===== config.mk =====
export PLATFORM = sky130hd
export DESIGN_NAME = ntt_stage_ctrl
export DESIGN_NICKNAME = d
export VERILOG_FILES = /design/src/rtl/ntt_pkg.sv /design/src/rtl/ntt_addr_gen.sv /design/src/rtl/ntt_stage_ctrl.sv
export SDC_FILE = /design/constraint.sdc
export NUM_CORES = 1
export LEC_CHECK = 0
export ABC_AREA = 1
export BUFFER_PORTS_ARGS = -buffer_cell sky130_fd_sc_hd__buf_2
export CAP_MARGIN = 30
export CELL_PAD_IN_SITES_DETAIL_PLACEMENT = 0
export CELL_PAD_IN_SITES_GLOBAL_PLACEMENT = 1
export CORE_AREA = 3 3 143 145
export CTS_CLUSTER_DIAMETER = 40
export CTS_CLUSTER_SIZE = 20
export DETAILED_ROUTE_END_ITERATION = 16
export DIE_AREA = 0 0 146 148
export GPL_ROUTABILITY_DRIVEN = 0
export PLACE_DENSITY_LB_ADDON = 0.1
export SLEW_MARGIN = 25
export SYNTH_ARGS = -nofsm -noshare
export SYNTH_HDL_FRONTEND = slang
export SYNTH_SLANG_ARGS = --single-unit

===== constraint.sdc =====
create_clock -name clk -period 4.3 [get_ports clk]
set_input_delay 0.43 -clock clk [delete_from_list [all_inputs] [get_ports clk]]
set_output_delay 0.43 -clock clk [all_outputs]
set_load 0.03 [all_outputs]

===== src/rtl/ntt_pkg.sv =====
// ntt_pkg
// Shared definitions for the NTT datapath: default coefficient width and
// transform length (shared with ntt_butterfly), the sequencer state type,
// and helpers that derive stage count and stage-counter width from N.
package ntt_pkg;

    localparam int NTT_W_DEFAULT = 32;
    localparam int NTT_N_DEFAULT = 256;

    typedef enum logic [1:0] {
        IDLE  = 2'd0,
        RUN   = 2'd1,
        STALL = 2'd2,
        DONE  = 2'd3
    } ntt_ctrl_state_t;

    // Number of radix-2 stages for an N-point transform.
    function automatic int ntt_logn(input int n);
        return $clog2(n);
    endfunction

    // Width of a counter that holds a stage index 0..LOGN-1.
    function automatic int ntt_stage_w(input int n);
        return ($clog2($clog2(n)) < 1) ? 1 : $clog2($clog2(n));
    endfunction

endpackage


===== src/rtl/ntt_addr_gen.sv =====
// ntt_addr_gen
// Combinational address generator for an in-place radix-2 DIT NTT.
// Maps (stage, butterfly index j) to the two coefficient addresses and the
// twiddle index used by that butterfly.
// Ports:
//   i_stage   stage number, 0..LOGN-1
//   i_j       butterfly index within the stage, 0..N/2-1
//   o_addr_a  upper operand address  (group*2*half + k)
//   o_addr_b  lower operand address  (o_addr_a + half)
//   o_tw_idx  twiddle index          (k << (LOGN-1-stage))
module ntt_addr_gen
    import ntt_pkg::*;
#(
    parameter  int N    = NTT_N_DEFAULT,
    localparam int LOGN = ntt_logn(N),
    localparam int SW   = ntt_stage_w(N)
) (
    input  logic [SW-1:0]   i_stage,
    input  logic [LOGN-2:0] i_j,
    output logic [LOGN-1:0] o_addr_a,
    output logic [LOGN-1:0] o_addr_b,
    output logic [LOGN-2:0] o_tw_idx
);

    localparam logic [SW-1:0] LAST_STAGE = SW'(LOGN - 1);

    logic [LOGN-1:0] w_j;
    logic [LOGN-1:0] w_half;
    logic [LOGN-1:0] w_k;
    logic [LOGN-1:0] w_base;
    logic [SW-1:0]   w_tw_shift;

    assign w_j    = {1'b0, i_j};
    assign w_half = LOGN'(1) << i_stage;
    assign w_k    = w_j & (w_half - LOGN'(1));

    // Clearing the low 'stage' bits of j gives grp*half; doubling it gives
    // the base of the group, which spans 2*half consecutive addresses.
    assign w_base = ((w_j >> i_stage) << i_stage) << 1;

    assign o_addr_a = w_base | w_k;
    assign o_addr_b = o_addr_a + w_half;

    // k < half, so k shifted by (LOGN-1-stage) always fits in LOGN-1 bits.
    assign w_tw_shift = LAST_STAGE - i_stage;
    assign o_tw_idx   = w_k[LOGN-2:0] << w_tw_shift;

endmodule


===== src/rtl/ntt_stage_ctrl.sv =====
// ntt_stage_ctrl
// Sequencer for a complete in-place iterative radix-2 NTT/iNTT over an
// N-coefficient memory, issuing one butterfly per cycle to an external
// combinational ntt_butterfly and writing its results back in place.
// Ports:
//   clk, reset                 clock, asynchronous active-high reset
//   start, inv_mode_in         transform request and mode (1 = inverse)
//   busy, done                 status; done pulses once at completion
//   rd_en, rd_addr_a/b         coefficient read port (1-cycle latency)
//   rd_data_a/b                coefficient read data
//   tw_addr, tw_sel, tw_data   twiddle ROM index, bank select, data
//   bf_a/b/w, bf_inv           butterfly operands and mode
//   bf_a_res, bf_b_res         butterfly results (same cycle)
//   wr_en, wr_addr_a/b         write-back strobe and addresses
//   wr_data_a/b                write-back data
module ntt_stage_ctrl
    import ntt_pkg::*;
#(
    parameter  int W    = NTT_W_DEFAULT,
    parameter  int N    = NTT_N_DEFAULT,
    localparam int LOGN = ntt_logn(N)
) (
    input  logic            clk,
    input  logic            reset,
    input  logic            start,
    input  logic            inv_mode_in,
    output logic            busy,
    output logic            done,
    output logic            rd_en,
    output logic [LOGN-1:0] rd_addr_a,
    output logic [LOGN-1:0] rd_addr_b,
    input  logic [W-1:0]    rd_data_a,
    input  logic [W-1:0]    rd_data_b,
    output logic [LOGN-2:0] tw_addr,
    output logic            tw_sel,
    input  logic [W-1:0]    tw_data,
    output logic [W-1:0]    bf_a,
    output logic [W-1:0]    bf_b,
    output logic [W-1:0]    bf_w,
    output logic            bf_inv,
    input  logic [W-1:0]    bf_a_res,
    input  logic [W-1:0]    bf_b_res,
    output logic            wr_en,
    output logic [LOGN-1:0] wr_addr_a,
    output logic [LOGN-1:0] wr_addr_b,
    output logic [W-1:0]    wr_data_a,
    output logic [W-1:0]    wr_data_b
);

    localparam int              SW         = ntt_stage_w(N);
    localparam logic [SW-1:0]   LAST_STAGE = SW'(LOGN - 1);
    localparam logic [LOGN-2:0] LAST_J     = '1;

    ntt_ctrl_state_t r_state;
    ntt_ctrl_state_t w_state_nxt;
    logic [SW-1:0]   r_stage;
    logic [SW-1:0]   w_stage_nxt;
    logic [LOGN-2:0] r_j;
    logic [LOGN-2:0] w_j_nxt;
    logic            r_tw_sel;
    logic            w_tw_sel_nxt;
    logic            w_issue;

    logic            r_wr_en;
    logic [LOGN-1:0] r_wr_addr_a;
    logic [LOGN-1:0] r_wr_addr_b;

    logic [LOGN-1:0] w_addr_a;
    logic [LOGN-1:0] w_addr_b;
    logic [LOGN-2:0] w_tw_idx;

    ntt_addr_gen #(
        .N (N)
    ) u_addr_gen (
        .i_stage  (r_stage),
        .i_j      (r_j),
        .o_addr_a (w_addr_a),
        .o_addr_b (w_addr_b),
        .o_tw_idx (w_tw_idx)
    );

    // Sequencer state registers.
    always_ff @(posedge clk or posedge reset) begin
        if (reset) begin
            r_state  <= IDLE;
            r_stage  <= '0;
            r_j      <= '0;
            r_tw_sel <= 1'b0;
        end else begin
            r_state  <= w_state_nxt;
            r_stage  <= w_stage_nxt;
            r_j      <= w_j_nxt;
            r_tw_sel <= w_tw_sel_nxt;
        end
    end

    // Next-state logic. The single STALL cycle after each stage lets the
    // last pair of the stage be written before the next stage can read it,
    // since the memory returns stale data on a same-cycle collision.
    always_comb begin
        w_state_nxt  = r_state;
        w_stage_nxt  = r_stage;
        w_j_nxt      = r_j;
        w_tw_sel_nxt = r_tw_sel;
        w_issue      = 1'b0;
        case (r_state)
            IDLE: begin
                if (start) begin
                    w_state_nxt  = RUN;
                    w_stage_nxt  = '0;
                    w_j_nxt      = '0;
                    w_tw_sel_nxt = inv_mode_in;
                end
            end
            RUN: begin
                w_issue = 1'b1;
                if (r_j == LAST_J) begin
                    w_j_nxt     = '0;
                    w_state_nxt = STALL;
                end else begin
                    w_j_nxt = r_j + 1'b1;
                end
            end
            STALL: begin
                if (r_stage == LAST_STAGE) begin
                    w_state_nxt = DONE;
                end else begin
                    w_stage_nxt = r_stage + SW'(1);
                    w_state_nxt = RUN;
                end
            end
            DONE: begin
                w_state_nxt = IDLE;
                w_stage_nxt = '0;
            end
            default: begin
                w_state_nxt = IDLE;
            end
        endcase
    end

    // Write-back pipeline: the addresses issued this cycle are written next
    // cycle, when the read data and butterfly results are available.
    always_ff @(posedge clk or posedge reset) begin
        if (reset) begin
            r_wr_en     <= 1'b0;
            r_wr_addr_a <= '0;
            r_wr_addr_b <= '0;
        end else begin
            r_wr_en <= w_issue;
            if (w_issue) begin
                r_wr_addr_a <= w_addr_a;
                r_wr_addr_b <= w_addr_b;
            end
        end
    end

    // busy covers the acceptance cycle too, hence the start term in IDLE.
    assign busy = (r_state != IDLE) || start;
    assign done = (r_state == DONE);

    assign rd_en     = w_issue;
    assign rd_addr_a = w_issue ? w_addr_a : '0;
    assign rd_addr_b = w_issue ? w_addr_b : '0;
    assign tw_addr   = w_issue ? w_tw_idx : '0;
    assign tw_sel    = r_tw_sel;

    assign bf_a   = rd_data_a;
    assign bf_b   = rd_data_b;
    assign bf_w   = tw_data;
    assign bf_inv = r_tw_sel;

    assign wr_en     = r_wr_en;
    assign wr_addr_a = r_wr_addr_a;
    assign wr_addr_b = r_wr_addr_b;
    assign wr_data_a = bf_a_res;
    assign wr_data_b = bf_b_res;

endmodule


==> metrics.cfg, run 1 <==
[synth]
synth_area_um2 = 3690
ys_seq_area_frac = 0.203
syn_nets = 704
synth_cells = 521
yosysUniqueCellTypes = 33
synth_edf_count = 0
synth_area_leaders = buf_4 33%, dfrtp_1 20%, nand2_1 8.5%
yosysWarnings = 0
ys_async_sr_fraction = 1.00
ys_ff_latch = 30
synth_largest_area_cell = buf_4
synth_ff_type = dfrtp_1
synth_top_area_frac = 0.332
syn_area_per_cell_um2 = 7.08

[floorplanning]
num_rows = 51
io_pins = 369
start_util = 0.191
core-area_um2 = 19300
fp.dieH_um = 148
fp.dieArea_um2 = 21600
dieWidth_um = 146

[layout]
multi_input_area_um2 = 1470
diodes = 0
seqCellArea_um2 = 752
syn_to_final_growth_pct = -13.3
post-route-util = 0.165
nets = 595
final_common_cell = nand2_1
drive_gt1_frac = 0.231
nFillCells = 2237
final_cell_mix = 84 x nand2_1, 47 x buf_2, 43 x inv_1, 34 x nand3_1, 32 x o21ai_0

[pwr]
pwr-share-comb = 0.633
ir_worst_vdd_mv = 0.182
totalPowerFinal_mw = 2.14
netSwitchingPower_mw = 1.15
pwr-share-seq = 0.202
pwr_density_cell_nw_per_um2 = 669
p_int_mw = 0.991
clock_power_share = 0.165
p_leak_nw = 1.67
switching_share = 0.537

[drt]
vias = 2702
routed_via_density = 4.00
routed_wl_um = 10200
wl_per_cell_um = 15.1
drt_iter0_markers = 50
drc_errors = 0
drtPass1Iterations = 4
ant_nets = 0

[sta]
slew_violations = 0
fin_worst_skew_ps = 4.11
fin_crit_ps = 4020
final.period_utilization = 0.935
rsz0062_at_grt = false
tns_ps = 0
hold_violations = 0
fmax_mhz = 249
hold_slack_ps = 250
setup_viol = 0

[placement]
dpl.hpwl_um = 8080
port_buffers = 48

[global_routing]
grt_start_max_net_pins = 31
grt_pass1_vias = 2773
gr-total-overflow = 0
grt_use_total = 0.0937
grt_antenna_before_repair = 0
grt_first_pass_wirelength_um = 15900

[clock_tree]
path_clk_slew_ps = 50
clock_latency_ps = 280
clock-root-buffer = clkbuf_16
cts_made_buffers = 5
cts_max_level = 2
tritoncts = built
cts_buffer_depth = 2
cts.sinks = 30
post_cts.repair.setup_buffers = 0

[setup_path]
crit_fanout = 20
cp-end-kind = output pin
crit_required_ps = 3870
critPathKind = flop to output pin
crit_path_start_kind = flop
cp.arrival_ps = 3590

[worst_hold_path]
hp-class = input pin to asynchronous set/reset pin

[outcome]
status = finished clean

[run]
drv_cap = 0

## state kept, by name, indices dropped and copies added, names as in the netlist
register and flops:
wr_addr_a 8, wr_addr_b 8, r_j 7, r_stage 3
r_state 2, bf_inv 1, wr_en 1
## Yosys cell counts, drive strengths merged (3+ instances only)
cell / instances
a21oi: 15
buf: 171
clkbuf: 3
dfrtp: 30
ha: 18
inv: 49
nand2: 92
nand3: 44
nor2: 32
nor3: 8
o21ai: 38
o22ai: 4
## cell type report
type | count | area share
Multi-Input combinational cell | 267 | 0.459
Sequential cell | 30 | 0.235
Inverter | 50 | 0.0587
Clock buffer | 6 | 0.0434
Tap cell | 265 | 0.104
Timing Repair Buffer | 58 | 0.101
## routing by layer
| layer | track usage | wire length (um) | part of all wire |
|---|---|---|---|
| met1 | 0.112 | 4420 | 0.43 |
| met2 | 0.152 | 4700 | 0.46 |
| met3 | 0.0328 | 754 | 0.074 |
| met4 | 0.0428 | 335 | 0.033 |
| met5 | 0 | 0 | 0 |
## worst paths after layout
check	from	endpoint	slack, ps	cells after the start
setup / recovery	r_stage[1]	rd_addr_b[6]	280	15
hold / removal	reset	wr_addr_b[0]	250	3
setup reg to reg	r_stage[1]	wr_addr_b[6]	1040	15
hold reg to reg	wr_addr_a[3]	wr_addr_a[3]	470	2
max in group asynchronous	reset	r_stage[0]	3700	3
min in group clk	start	bf_inv	360	2
## per-stage QoR
stage / cells / worst slack (ps) / area [um2]
2_1_floorplan: 521 / 234 / 3690
3_3_place_gp: 670 / 527 / 3040
3_5_place_dp: 670 / 461 / 3040
4_1_cts: 676 / 130 / 3180
5_1_grt: 676 / 13.5 / 3200
6_report: 676 / 281 / 3200
## critical path, cell delays in order, from the launching register on
cell      delay (ps)
dfrtp_1          360
buf_4            280
ha_1             320
ha_1             260
inv_1            100
nand3_1          100
xor2_1           300
o221ai_1         250
ha_1             360
nand2_1           80
inv_1             50
or2_2            270
a21oi_1          190
nor2_1            80
nor2_1           110
clkbuf_4         200
## cells by family (layout without fill, tap and decap cells)
family                   after synthesis  in the layout  synth area share
buffers and inverters                224            114             0.401
AND/OR/NAND/NOR                      180            180             0.227
AO/OA/AOI/OAI                         65             65            0.0956
flip-flops                            30             30             0.203
adder cells (fa/ha/maj)               19             19            0.0665
XOR/XNOR                               2              2           0.00475
other                                  1              1           0.00102
## timing repair
item / 4_1_cts / 5_1_grt
setup endpoints to repair: 0 / 2
hold buffers: 0 / 0
gates resized for setup: 0 / 6
## power groups by stage
| stage | sequential, mW | clock (mW) | combinational [mW] |
|---|---|---|---|
| after floorplan | 0.540 | 0 | 1.15 |
| after global placement | 0.435 | 0 | 1.39 |
| after detailed placement | 0.437 | 0 | 1.37 |
| after CTS | 0.432 | 0.377 | 1.37 |
| after global routing | 0.446 | 0.384 | 1.54 |
| final | 0.432 | 0.354 | 1.35 |
Power figures use the tool's default switching activity.
==> inputs of run 2 (changes only) <==
--- a/config.mk
+++ b/config.mk
@@ -10,11 +10,11 @@
 export CAP_MARGIN = 30
 export CELL_PAD_IN_SITES_DETAIL_PLACEMENT = 0
 export CELL_PAD_IN_SITES_GLOBAL_PLACEMENT = 1
-export CORE_AREA = 3 3 143 145
+export CORE_AREA = 2 2 142 144
 export CTS_CLUSTER_DIAMETER = 40
 export CTS_CLUSTER_SIZE = 20
 export DETAILED_ROUTE_END_ITERATION = 16
-export DIE_AREA = 0 0 146 148
+export DIE_AREA = 0 0 144 146
 export GPL_ROUTABILITY_DRIVEN = 0
 export PLACE_DENSITY_LB_ADDON = 0.1
 export SLEW_MARGIN = 25
==> constraint.sdc (replaced) <==
create_clock -name clk -period 4.3 [get_ports clk]
set_input_delay 0.43 -clock clk [delete_from_list [all_inputs] [get_ports clk]]
set_output_delay 0.43 -clock clk [all_outputs]
set_load 0.05 [all_outputs]
==> metrics.cfg, run 2 (same netlist as run 1, synthesis figures left out) <==
[global_routing]
grt_pass1_vias = 2728  ; -1.6%
grt_antenna_before_repair = 0  ; unchanged
grt_use_total = 0.0995  ; +0.00580
grt_start_max_net_pins = 31  ; unchanged
gr-total-overflow = 0  ; unchanged
grt_first_pass_wirelength_um = 15900  ; +0.39%

[clock_tree]
clock-root-buffer = clkbuf_16
cts.sinks = 30  ; unchanged
cts_made_buffers = 5  ; unchanged
tritoncts = built
cts_buffer_depth = 2  ; unchanged
path_clk_slew_ps = 60  ; about the same
clock_latency_ps = 290  ; about the same
cts_max_level = 2  ; unchanged

[layout]
nets = 595  ; unchanged
nFillCells = 2233  ; -0.18%
drive_gt1_frac = 0.235  ; +0.00372
final_cell_mix = 84 x nand2_1, 47 x buf_2, 43 x inv_1, 34 x nand3_1, 31 x o21ai_0
syn_to_final_growth_pct = -12.6
final_cell_count_no_fill = 678  ; +0.30%
final_common_cell = nand2_1
diodes = 0  ; unchanged

[sta]
max-slew-margin-rel = 0.600
tightestPinTransition_ps = 597
tns_ps = 0  ; unchanged
fin_crit_ps = 4000  ; -19.5 ps
rsz0062_at_grt = true
setup_viol = 0  ; unchanged
timing.final.ws_setup_ps = 301  ; +19.5 ps
fmax_mhz = 250  ; +0.49%
hold_violations = 0  ; unchanged
final.period_utilization = 0.930  ; -0.00453
hold_slack_ps = 245  ; -4.73 ps
slew_violations = 0  ; unchanged
fin_worst_skew_ps = 4.05  ; -0.0581 ps

[drt]
ant_nets = 0  ; unchanged
wl_per_cell_um = 15.3  ; +1.1%
vias = 2671  ; -1.1%
routed_via_density = 3.94  ; -1.4%
drc_errors = 0  ; unchanged
routed_wl_um = 10400  ; +1.4%
drtPass1Iterations = 4  ; unchanged
drt_iter0_markers = 84  ; +68%

[placement]
placed_cells = 669  ; -0.15%
dpl.hpwl_um = 8040  ; -0.55%
pre_cts_ws_ps = 379  ; -82.3 ps
port_buffers = 48  ; unchanged

[setup_path]
worst-path-stages = 19  ; +4
crit_required_ps = 3870  ; about the same
path_buf_inv = 4  ; unchanged
crit_fanout = 10  ; -50%
cp-end-kind = output pin
cp.arrival_ps = 3570  ; -20 ps
max_stage_delay_ps = 450  ; +90 ps
r2r_cells = 17  ; +2
crit_path_start_kind = flop
cp_top_family = simple AND/OR/NAND/NOR gates
crit_top_cell = nand2_1
crit_slowest_cell = fa_1
critPathKind = flop to output pin
path_cells = inv_4 -> ha_1 -> nand2_2 -> ha_1 -> or2_2 -> o21ai_1 -> inv_1 -> fa_1 -> nor2_2 -> o21ai_0 -> nand2_1 -> nand2_1 -> inv_1 -> or2_2 -> a21oi_1 -> nand2_1 -> nand2_1 -> nor2_2 -> clkbuf_4

[floorplanning]
io_pins = 369  ; unchanged
core-area_um2 = 19300  ; unchanged
fp.dieArea_um2 = 21000  ; -2.7%
start_util = 0.191  ; unchanged
num_rows = 51  ; unchanged
fp.dieH_um = 146  ; -1.4%
dieWidth_um = 144  ; -1.4%

[run]
drv_cap = 0  ; unchanged

[worst_hold_path]
hp-class = input pin to asynchronous set/reset pin

[pwr]
p_leak_nw = 1.68  ; +0.73%
ir_worst_vdd_mv = 0.271  ; +49%
totalPowerFinal_mw = 2.40  ; +12%
pwr_density_cell_nw_per_um2 = 744  ; +11%

[outcome]
status = finished clean

-- run 2: final cells by class --
type,instances,area [um2],area share
Timing Repair Buffer,58,330,0.102
Clock inverter,1,5.00,0.00155
Sequential cell,30,751,0.233
Tap cell,265,332,0.103
Clock buffer,7,143,0.0442
Multi-Input combinational cell,267,1470,0.457
Inverter,50,190,0.0590
-- run 2: final timing paths --
check	startpoint	end	slack [ps]
setup / recovery	r_stage[1]	rd_addr_b[6]	300
hold / removal	reset	r_j[0]	250
setup reg to reg	r_stage[1]	wr_addr_b[6]	1080
hold reg to reg	wr_addr_a[5]	wr_addr_a[5]	470
max in group asynchronous	reset	wr_addr_b[7]	3730
min in group clk	start	bf_inv	370
-- run 2: worst reg2reg max path, delay by kind of cell, from the launching register on --
kind            cells  cell delay (ps)
simple gates        7              980
compound gates      4              400
flops               1              400
fa+ha+maj           3             1020
buf+inv             3              310
-- run 2: what timing repair did --
item	in CTS	in global routing
endpoints found under the setup margin	0	3
hold endpoints to repair	0	0
gates resized for setup	0	10
buffers inserted	0	1
hold buffers	0	0
-- run 2: per-layer routing --
layer | part of all wire | track usage
met1 | 0.43 | 0.122
met2 | 0.47 | 0.158
met3 | 0.075 | 0.0316
met4 | 0.029 | 0.0441
met5 | 0 | 0
-- run 2: through the flow --
step           cell area (um2)  utilization
6_report                  3220        0.167
5_1_grt                   3220        0.167
4_1_cts                   3190        0.165
3_5_place_dp              3040        0.157
3_3_place_gp              3040        0.157
2_1_floorplan             3690            -
-- run 2: report_power, final --
group | total (mW) | switching [mW] | internal [mW]
Clock | 0.378 | 0.148 | 0.230
Combinational | 1.60 | 1.18 | 0.417
Sequential | 0.424 | 0.0548 | 0.369
Total | 2.40 | 1.38 | 1.02
==> inputs of run 3 (changes only) <==
==> constraint.sdc (replaced) <==
create_clock -name clk -period 4.3 [get_ports clk]
set_input_delay 0.215 -clock clk [delete_from_list [all_inputs] [get_ports clk]]
set_output_delay 0.215 -clock clk [all_outputs]
set_load 0.05 [all_outputs]
==> metrics.cfg, run 3 (same netlist as run 1, synthesis figures left out) <==
[clock_tree]
cts_max_level = 2  ; unchanged
post_cts.repair.setup_buffers = 0  ; unchanged
hold_buffers = 0  ; unchanged
cts.sinks = 30  ; unchanged
cts_made_buffers = 5  ; unchanged
tritoncts = built
clock-root-buffer = clkbuf_16
path_clk_slew_ps = 60  ; about the same
cts_buffer_depth = 2  ; unchanged
clock_latency_ps = 290  ; about the same

[layout]
diodes = 0  ; unchanged
final_cell_count_no_fill = 676  ; -0.29%
final_common_cell = nand2_1
nFillCells = 2232  ; -0.045%
seqCellArea_um2 = 751  ; unchanged
final_cell_mix = 84 x nand2_1, 48 x buf_2, 43 x inv_1, 34 x nand3_1
syn_to_final_growth_pct = -13.7
multi_input_area_um2 = 1460  ; -0.76%
drive_gt1_frac = 0.224  ; -0.0110
nets = 593  ; -0.34%

[sta]
fmax_mhz = 256  ; +2.5%
hold_violations = 0  ; unchanged
rsz0062_at_grt = false
slew_violations = 0  ; unchanged
setup_viol = 0  ; unchanged
tightestPinTransition_ps = 558  ; -38.5 ps
fin_crit_ps = 3900  ; -97.7 ps
final.period_utilization = 0.907  ; -0.0227
tns_ps = 0  ; unchanged
max-slew-margin-rel = 0.626  ; +0.0258
fin_worst_skew_ps = 3.46  ; -0.588 ps

[setup_path]
critPathKind = flop to output pin
cp.arrival_ps = 3690  ; +120 ps
crit_fanout = 9  ; -1
cp-end-kind = output pin
crit_path_start_kind = flop
r2r_cells = 17  ; unchanged
crit_required_ps = 4090  ; +220 ps

[placement]
placed_cells = 668  ; -0.15%
port_buffers = 48  ; unchanged
dpl.hpwl_um = 7850  ; -2.4%

[drt]
routed_via_density = 3.95  ; +0.37%
routed_wl_um = 10200  ; -1.8%
highest_layer = met4
drtPass1Iterations = 5  ; +1
wl_met3_um = 743  ; -4.7%
drt_iter0_markers = 71  ; -15%
ant_nets = 0  ; unchanged
vias = 2673  ; +0.075%
wl_met2_um = 4790  ; -0.93%
wl_per_cell_um = 15.1  ; -1.5%
wl_met1_um = 4440  ; -0.29%
drc_errors = 0  ; unchanged

[run]
drv_cap = 0  ; unchanged

[floorplanning]
fp.dieH_um = 146  ; unchanged
num_rows = 51  ; unchanged
core-area_um2 = 19300  ; unchanged
dieWidth_um = 144  ; unchanged
start_util = 0.191  ; unchanged
io_pins = 369  ; unchanged
fp.dieArea_um2 = 21000  ; unchanged

[worst_hold_path]
hp-class = input pin to asynchronous set/reset pin

[pwr]
p_leak_nw = 1.66  ; -0.88%
pwr_density_cell_nw_per_um2 = 734  ; -1.4%
totalPowerFinal_mw = 2.34  ; -2.6%
ir_worst_vdd_mv = 0.238  ; -12%

[global_routing]
grt_use_total = 0.0989  ; -0.000592
grt_pass1_vias = 2775  ; +1.7%
grt_start_max_net_pins = 31  ; unchanged
grt_antenna_before_repair = 0  ; unchanged
gr-total-overflow = 0  ; unchanged
grt_first_pass_wirelength_um = 16000  ; +0.21%

[outcome]
status = finished clean

[run 3: worst paths after layout]
| path | from | end | slack, ps |
|---|---|---|---|
| min in group clk | start | bf_inv | 150 |
| max | r_stage[1] | rd_addr_b[6] | 400 |
| max in group asynchronous | reset | wr_addr_a[7] | 3960 |
| min | reset | wr_addr_a[2] | 20 |
| max reg2reg | r_stage[1] | wr_addr_b[6] | 1030 |
| min reg2reg | wr_addr_a[5] | wr_addr_a[5] | 480 |
[run 3: layout make-up]
type / count / area share
clock buffer: 6 / 0.0436
tap: 265 / 0.104
clock inverter: 2 / 0.00393
timing repair buffer: 56 / 0.0943
inverter: 50 / 0.0589
sequential: 30 / 0.236
multi-input combinational: 267 / 0.459
[run 3: routing by layer]
layer / GRT usage / vias up
met5: 0 / -
met4: 0.0373 / 0
met3: 0.0329 / 40
met2: 0.163 / 123
met1: 0.119 / 1229
li1: - / 1281
[run 3: critical path, stage by stage, from the launching register on]
cell	delay, ps
dfrtp_1	480
inv_2	110
ha_1	220
nand2_1	130
ha_1	350
or2_2	310
o21ai_1	130
inv_1	120
fa_1	420
nor2_1	180
o21ai_0	110
nand2_1	80
nand2_1	50
inv_1	70
or2_2	110
a21oi_1	80
nand2_1	60
nand2_1	50
nor2_1	90
buf_2	270
[run 3: what timing repair did]
item,4_1_cts,5_1_grt
resized for setup,0,1
endpoints found under the hold margin,0,0
setup endpoints to repair,0,1
[run 3: stage by stage]
| stage | cell area (um2) | utilization | hold slack [ps] | setup slack (ps) |
|---|---|---|---|---|
| global placement | 3030 | 0.157 | 361 | 684 |
| finish | 3180 | 0.165 | 20.4 | 398 |
| CTS | 3180 | 0.164 | 40.7 | 280 |
| floorplan | 3690 | - | 306 | 205 |
| global route | 3180 | 0.165 | 91.2 | 16.3 |
| detailed placement | 3030 | 0.157 | 358 | 618 |
[run 3: report_power, final]
group / internal (mW) / switching [mW] / total (mW)
clock: 0.230 / 0.153 / 0.382
combinational: 0.384 / 1.14 / 1.52
sequential: 0.369 / 0.0641 / 0.433
